## src/rtl/wshb_arbiter.sv

```systemverilog
// Two-master / one-slave Wishbone classic arbiter with registered round-robin
// grant and a per-grant beat quota so neither master can starve the other.
module wshb_arbiter #(
    parameter int unsigned ADR_W     = 32,
    parameter int unsigned DATA_W    = 16,
    parameter int unsigned MAX_BURST = 64
) (
    input  logic                    clk,
    input  logic                    rst_n,
    input  logic [1:0]              m_cyc,
    input  logic [1:0]              m_stb,
    input  logic [1:0]              m_we,
    input  logic [2*ADR_W-1:0]      m_adr,
    input  logic [2*(DATA_W/8)-1:0] m_sel,
    input  logic [2*DATA_W-1:0]     m_dat_ms,
    output logic [DATA_W-1:0]       m_dat_sm,
    output logic [1:0]              m_ack,
    output logic                    s_cyc,
    output logic                    s_stb,
    output logic                    s_we,
    output logic [ADR_W-1:0]        s_adr,
    output logic [DATA_W/8-1:0]     s_sel,
    output logic [DATA_W-1:0]       s_dat_ms,
    input  logic [DATA_W-1:0]       s_dat_sm,
    input  logic                    s_ack,
    output logic [1:0]              grant
);

    localparam int unsigned SEL_W = DATA_W / 8;
    localparam int unsigned CNT_W = $clog2(MAX_BURST + 1);

    typedef enum logic [1:0] {
        IDLE = 2'd0,
        G0   = 2'd1,
        G1   = 2'd2
    } state_t;

    state_t             state_q, state_d;
    logic               last_q, last_d;
    logic [CNT_W-1:0]   cnt_q, cnt_d;
    logic               quota_hit;

    always_ff @(posedge clk or negedge rst_n) begin
        if (!rst_n) begin
            state_q <= IDLE;
            last_q  <= 1'b1;
            cnt_q   <= '0;
        end else begin
            state_q <= state_d;
            last_q  <= last_d;
            cnt_q   <= cnt_d;
        end
    end

    // Next grant: IDLE picks !last on contention; owner hands over on release or quota.
    always_comb begin
        state_d   = state_q;
        last_d    = last_q;
        cnt_d     = cnt_q;
        quota_hit = s_ack && (cnt_q >= CNT_W'(MAX_BURST - 1));

        case (state_q)
            IDLE: begin
                if (m_cyc == 2'b11)  state_d = last_q ? G0 : G1;
                else if (m_cyc[0])   state_d = G0;
                else if (m_cyc[1])   state_d = G1;
            end
            G0: begin
                if (!m_cyc[0])                   state_d = m_cyc[1] ? G1 : IDLE;
                else if (quota_hit && m_cyc[1])  state_d = G1;
            end
            G1: begin
                if (!m_cyc[1])                   state_d = m_cyc[0] ? G0 : IDLE;
                else if (quota_hit && m_cyc[0])  state_d = G0;
            end
            default: state_d = IDLE;
        endcase

        if (state_d == G0 && state_q != G0) last_d = 1'b0;
        if (state_d == G1 && state_q != G1) last_d = 1'b1;

        // Beats counted only while granted; saturate so long streams never wrap.
        if (state_d != state_q) begin
            cnt_d = '0;
        end else if (state_q != IDLE && s_ack && cnt_q < CNT_W'(MAX_BURST)) begin
            cnt_d = cnt_q + CNT_W'(1);
        end
    end

    // Slave-side steering straight from the grant state.
    always_comb begin
        s_cyc    = 1'b0;
        s_stb    = 1'b0;
        s_we     = 1'b0;
        s_adr    = '0;
        s_sel    = '0;
        s_dat_ms = '0;
        case (state_q)
            G0: begin
                s_cyc    = m_cyc[0];
                s_stb    = m_stb[0];
                s_we     = m_we[0];
                s_adr    = m_adr[0 +: ADR_W];
                s_sel    = m_sel[0 +: SEL_W];
                s_dat_ms = m_dat_ms[0 +: DATA_W];
            end
            G1: begin
                s_cyc    = m_cyc[1];
                s_stb    = m_stb[1];
                s_we     = m_we[1];
                s_adr    = m_adr[ADR_W +: ADR_W];
                s_sel    = m_sel[SEL_W +: SEL_W];
                s_dat_ms = m_dat_ms[DATA_W +: DATA_W];
            end
            default: ;
        endcase
    end

    assign grant    = {state_q == G1, state_q == G0};
    assign m_ack    = {s_ack && state_q == G1, s_ack && state_q == G0};
    assign m_dat_sm = s_dat_sm;

endmodule

```

## config.mk

```make
export PLATFORM = sky130hd
export DESIGN_NAME = wshb_arbiter
export DESIGN_NICKNAME = d
export VERILOG_FILES = /design/src/rtl/wshb_arbiter.sv
export SDC_FILE = /design/constraint.sdc
export NUM_CORES = 1
export LEC_CHECK = 0
export CORE_MARGIN = 2
export CORE_UTILIZATION = 33
export CTS_CLUSTER_DIAMETER = 150
export DETAILED_ROUTE_END_ITERATION = 16
export DONT_BUFFER_PORTS = 1
export SYNTH_ARGS = -nofsm -noshare
export SYNTH_HDL_FRONTEND = slang
export SYNTH_SLANG_ARGS = --single-unit
```

## constraint.sdc

```tcl
create_clock -name clk -period 4.7 [get_ports clk]
set_clock_uncertainty 0.15 [all_clocks]
set_input_delay 0.47 -clock clk [delete_from_list [all_inputs] [get_ports clk]]
set_output_delay 0.47 -clock clk [all_outputs]
set_load 0.005 [all_outputs]
```

==> results of run 1 <==
critical path: stages, from the launching register on:
cell     delay [ns]
dfrtp_1        0.49
inv_1          0.18
ha_1           1.08
nor2b_1        0.30
layer usage:
layer | share of wire (%) | vias up | wire length [um]
li1 | - | 771 | -
met2 | 54 | 113 | 3260
met4 | 0.91 | 0 | 55
met3 | 7.4 | 6 | 445
met5 | 0 | - | 0
met1 | 38 | 835 | 2293
per-stage QoR:
step                      hold slack, ns  power [mW]  utilization [%]  instance area [um^2]
final                             0.2639       1.121            33.71                  1733
after detailed placement         0.02456       1.010            32.45                  1668
after global placement           0.02460      0.9983            32.45                  1668
after global routing              0.2721       1.213            33.71                  1733
after floorplan                  0.02441      0.8625                -                  1767
after CTS                         0.2580       1.127            33.71                  1733
state kept, by name (all words and copies together) (netlist names):
signal	cells
state_q	2
cnt_q	7
last_q	1
layout make-up:
class / count / share of cell area, %
clock buffer: 4 / 3.177
inverter: 3 / 0.6498
multi-input combinational: 179 / 75.16
sequential: 10 / 14.51
tap: 70 / 5.054
timing repair buffer: 3 / 1.444
Yosys cell counts (all sizes together), types with 2 or more instances:
cell and instances:
a22oi 53, nor2b 53, buf 20, clkbuf 15
a21oi 10, dfrtp 9, nand3 7, nand2 6
ha 5, nand4 4, xor2 4, a211o 3
inv 3, nand3b 3, nor2 3, a31oi 2
a41o 2, and2 2, mux2i 2, nand2b 2
nor3 2, o211ai 2, o41ai 2
timing repair:
| item | in CTS | in global routing |
|---|---|---|
| gates resized for setup | 0 | 0 |
| hold buffers | 1 | 0 |
| endpoints found under the hold margin | 10 | 0 |
worst max path at each step:
stage	cells past startpoint	startpoint	end	slack (ns)
after floorplan	6	cnt_q[0]$_DFFE_PN0P_	cnt_q[6]$_DFFE_PN0P_	2.28
after global placement	7	state_q[1]$_DFF_PN0_	cnt_q[6]$_DFFE_PN0P_	1.97
after detailed placement	7	state_q[1]$_DFF_PN0_	cnt_q[6]$_DFFE_PN0P_	1.92
after CTS	3	state_q[1]$_DFF_PN0_	s_adr[6]	1.74
after global routing	3	state_q[1]$_DFF_PN0_	s_adr[24]	1.55
final	3	state_q[1]$_DFF_PN0_	s_adr[30]	1.75
power groups by stage:
stage | Sequential [mW] | Combinational, mW | Clock, mW
global route | 0.135 | 0.961 | 0.117
floorplan | 0.124 | 0.738 | 0
detailed placement | 0.133 | 0.877 | 0
CTS | 0.132 | 0.883 | 0.112
finish | 0.133 | 0.877 | 0.111
global placement | 0.133 | 0.865 | 0
kinds of logic after synthesis:
| family | synth area share (%) |
|---|---|
| mux | 1.983 |
| fa+ha+maj | 3.541 |
| buf+inv | 12.32 |
| simple gates | 29.53 |
| flops | 14.24 |
| xor+xnor | 2.479 |
| compound gates | 35.91 |
==> impl_metrics.ini, run 1 <==
[power_and_ir_drop]
p_leak_nw = 0.5539
switching_share_pct = 51.89
clkPwrFrac_pct = 9.9
switching_power_mw = 0.5818
ir_drop_mv = 0.2257
p_per_area_nw_per_um2 = 647.0
comb_power_share_pct = 78.3
p_seq_share_pct = 11.8
internal_power_mw = 0.5394

[logic_synthesis]
synth_area_per_cell_um2 = 7.783
ys_warn_count = 0
synth-main-ff-cell = dfrtp_1
synthArstFlopShare_pct = 100.0
ys_seq_elements = 10
synth.largest_area_cell = a22oi_1
synth_seq_area_share_pct = 14.24
syn_inst = 227
synth_enable_flop_cells = 0
synth.distinct_cells = 42
yosys.area.top_type_share_pct = 22.52
syn_area_um2 = 1767
yosys-top-cells-area = a22oi_1, nor2b_1, dfrtp_1
synth_fp_nets = 357

[worst_setup_path]
crit_required_ns = 4.08
worstRegToRegCells = 7
r2r_start = state_q[1]$_DFF_PN0_
endpoint_kind = primary output
worstSetupPathType = reg2out
r2r_end = cnt_q[6]$_DFFE_PN0P_
arrival_ns = 2.33
worstSetupStartpointType = flip-flop
crit_fanout = 53
ff2ff_setup_slack_ns = 1.88

[placement]
port_buffers = 0
gp_congestion = 0.9022
place_ws_ns = 1.918
hpwl_um = 4747
place_inst = 264

[layout]
final.fill_count = 577
layout.nets = 330
regArea_um2 = 251.5
final_cell_mix = a22oi_1, nor2b_1, a21oi_1
area_growth_pct = -1.912
drive_gt1_share_pct = 10.55
multiInputGateArea_um2 = 1303
diodes = 0
stdcell_count = 269

[clocking]
tritoncts = built
cts.sinks = 10
h-tree-depth = 1
cts_setup_buffers = 0
cts_buffer_depth = 2
cts_root_buffer = clkbuf_8
clock_latency_ns = 0.24
clkTransAtPathRegs_ns = 0.05
cts_buffers = 3

[grt]
busiest_layer = met2
grtUsageTotal_pct = 17.76
grt_max_degree = 54
gr-usage-met2_pct = 32.96
grt_pass1_wl_um = 8335
grt_pass1_vias = 1494
met3_usage_pct = 2.824
antenna_found_initial = 0
grtUsageMet1_pct = 21.36
grt-ovfl-total = 0

[floorplan]
rows = 26
start_util_pct = 34.37
num_io_pins = 198
die_w_um = 77.17
core_area_um2 = 5140
dieArea_um2 = 5955
die_h_um = 77.17

[detailed_routing]
drc = 0
vias = 1725
final_antenna_net_count = 0
routed_wl_um = 6054
wl_per_cell_um = 22.51
dr.pass1.iters = 6
first_iter_violations = 76
viasPerCell = 6.413

[sta]
hold_violations = 0
fin_crit_sh_pct = 62.75
max_freq_mhz = 339.1
rsz0062_at_grt = no
setup_ws_ns = 1.751
layout_min_cycle_time_ns = 2.949
slew_headroom_pct = 23.22
slew_violations = 0
finalSetupTns_ns = 0
setup_viol = 0
worst_pin_slew_ns = 1.152

[hold_path]
hold_start = m_cyc[0]
worst_hold_path.num_cells = 2
hold_class = in2reg
holdPathEnd = state_q[0]$_DFF_PN0_

[outcome]
status = completed

[job]
max-cap-violations = 0
Note: power is estimated with default switching activity, not from simulation.
==> run 2, diff against run 1 <==
Settings changed: ABC_AREA from default to 1, CORE_AREA from default to 2 2 77 79, CORE_MARGIN 2 to default, CORE_UTILIZATION 33 to default, DIE_AREA from default to 0 0 79 81.
Clock period 4.7 ns to 2.9 ns, I/O delays scaled along.
==> impl_metrics.ini, run 2 <==
[logic_synthesis]
syn_area_um2 = 1588
yosysMostFrequentCell = nand2_1
synth_fp_nets = 418
synth.largest_area_cell = nand2_1
yosys-top-cells-area = nand2_1, a21oi_1, dfrtp_1
syn_inst = 288
ys_seq_elements = 10
ys_warn_count = 0
synthArstFlopShare_pct = 100.0
synth_seq_area_share_pct = 15.84
synth_common_cells = nand2_1, a21oi_1, buf_4
synth_area_per_cell_um2 = 5.513
synth.distinct_cells = 26
synth-main-ff-cell = dfrtp_1
synth_enable_flop_cells = 0
yosys.area.top_type_share_pct = 29.31

[sta]
layout_min_cycle_time_ns = 2.386
worst_pin_slew_ns = 0.5032
max_freq_mhz = 419.1
finalSetupTns_ns = 0
rsz0062_at_grt = no
setup_viol = 0
hold_violations = 0
slew_violations = 0
slew_headroom_pct = 66.40
timing.hold.ws_ns = 0.2761
fin_crit_sh_pct = 82.28

[detailed_routing]
vias = 1740
viasPerCell = 5.133
routed_wl_um = 5468
drc = 0
final_antenna_net_count = 0
first_iter_violations = 52
dr.pass1.iters = 4
wl_per_cell_um = 16.13

[hold_path]
hold_class = in2async

[worst_setup_path]
r2r_start = state_q[1]$_DFF_PN0_
worstSetupStartpointType = flip-flop
crit_required_ns = 2.46
ff2ff_setup_slack_ns = 0.82
crit_fanout = 50
r2r_end = cnt_q[6]$_DFFE_PN0P_
arrival_ns = 1.95
worstSetupPathType = reg2out
worstRegToRegCells = 12
endpoint_kind = primary output

[power_and_ir_drop]
ir_drop_mv = 0.4889
internal_power_mw = 0.5886
p_per_area_nw_per_um2 = 948.1
switching_share_pct = 61.14
switching_power_mw = 0.9262
p_leak_nw = 0.6116
comb_power_share_pct = 76.9
p_seq_share_pct = 13.6
clkPwrFrac_pct = 9.6

[grt]
grt_pass1_wl_um = 6824
antenna_found_initial = 0
grt-ovfl-total = 0
grt_pass1_vias = 1293
grtUsageTotal_pct = 14.04
grt_max_degree = 56

[placement]
hpwl_um = 4475
gp_congestion = 0.8164
place_inst = 334
dpl_cell_area_um2 = 1543
port_buffers = 0

[layout]
fin_area_um2 = 1598
final_cell_mix = nand2_1, a21oi_1, inv_1
regMostFlops = cnt_q
layout.nets = 395
stdcell_count = 339
largest_reg_flops = 7
area_growth_pct = 0.6303
fin_util_pct = 28.15
final.fill_count = 655
drive_gt1_share_pct = 12.12
final_common_cell = nand2_1
diodes = 0
largest_registers = cnt_q (7), state_q (2), last_q (1)

[clocking]
cts_buffers = 3
cts_setup_buffers = 0
h-tree-depth = 1
cts_root_buffer = clkbuf_8
clkTransAtPathRegs_ns = 0.04
cts_hold_buf = 1
post_cts_resized = 0
cts_buffer_depth = 2
cts.sinks = 10
tritoncts = built
clock_latency_ns = 0.23

[floorplan]
rows = 28
die_w_um = 79
die_h_um = 81
start_util_pct = 27.98
dieArea_um2 = 6399
core_area_um2 = 5675
num_io_pins = 198

[outcome]
status = completed

[job]
max-cap-violations = 0
[run 2: changes by cell type after synthesis, sizes merged, moves of 13 or more]
cell   previous run  this run
a21oi            10        57
a22oi            53         0
inv               3        16
nand2             6       133
nor2              3        18
nor2b            53         0
[run 2: critical path: stages (launching register included)]
cell and delay (ns):
dfrtp_1 0.43, inv_1 0.17, ha_2 0.29, buf_4 0.44
nand2_1 0.10, a21oi_1 0.28
[run 2: area by class of cell]
class | count | area [um^2] | share of cell area (%)
timing repair buffer | 5 | 52.55 | 3.289
tap | 75 | 93.84 | 5.873
inverter | 16 | 60.06 | 3.759
sequential | 10 | 251.5 | 15.74
multi-input combinational | 229 | 1095 | 68.52
clock buffer | 4 | 45.04 | 2.819
[run 2: metrics by stage]
step / total power [mW] / setup slack [ns]
after floorplan: 1.131 / 1.048
after global placement: 1.358 / 0.7541
after detailed placement: 1.378 / 0.7549
after CTS: 1.533 / 0.5006
after global routing: 1.685 / 0.3536
final: 1.515 / 0.5139
[run 2: power by group through the flow]
stage          logic, mW  registers, mW  clock network [mW]
3_5_place_dp        1.17          0.207                   0
5_1_grt             1.32          0.211               0.156
3_3_place_gp        1.15          0.206                   0
2_1_floorplan      0.932          0.199                   0
6_report            1.16          0.206               0.145
4_1_cts             1.18          0.205               0.149
[run 2: worst max-delay path by stage]
stage / from / end / slack, ns
finish: state_q[0]$_DFF_PN0_ / s_adr[4] / 0.51
global route: state_q[0]$_DFF_PN0_ / s_dat_ms[9] / 0.35
CTS: state_q[0]$_DFF_PN0_ / s_dat_ms[0] / 0.50
detailed placement: state_q[0]$_DFF_PN0_ / s_dat_ms[0] / 0.75
global placement: state_q[0]$_DFF_PN0_ / s_dat_ms[0] / 0.75
floorplan: state_q[0]$_DFF_PN0_ / cnt_q[2]$_DFFE_PN0P_ / 1.05
[run 2: logic make-up after synthesis]
kind of cell | Yosys count | share of synthesized area, %
mux | 1 | 0.6304
fa+ha+maj | 5 | 3.940
xor+xnor | 4 | 2.207
simple gates | 160 | 42.24
compound gates | 59 | 19.62
flops | 10 | 15.84
buf+inv | 49 | 15.52
[run 2: per-layer routing]
layer	GRT usage [%]	vias up	share of wire (%)
met4	3.103	0	0.38
met1	16.35	799	38
met5	0	-	0
met2	22.46	98	46
li1	-	839	-
met3	8.111	4	15
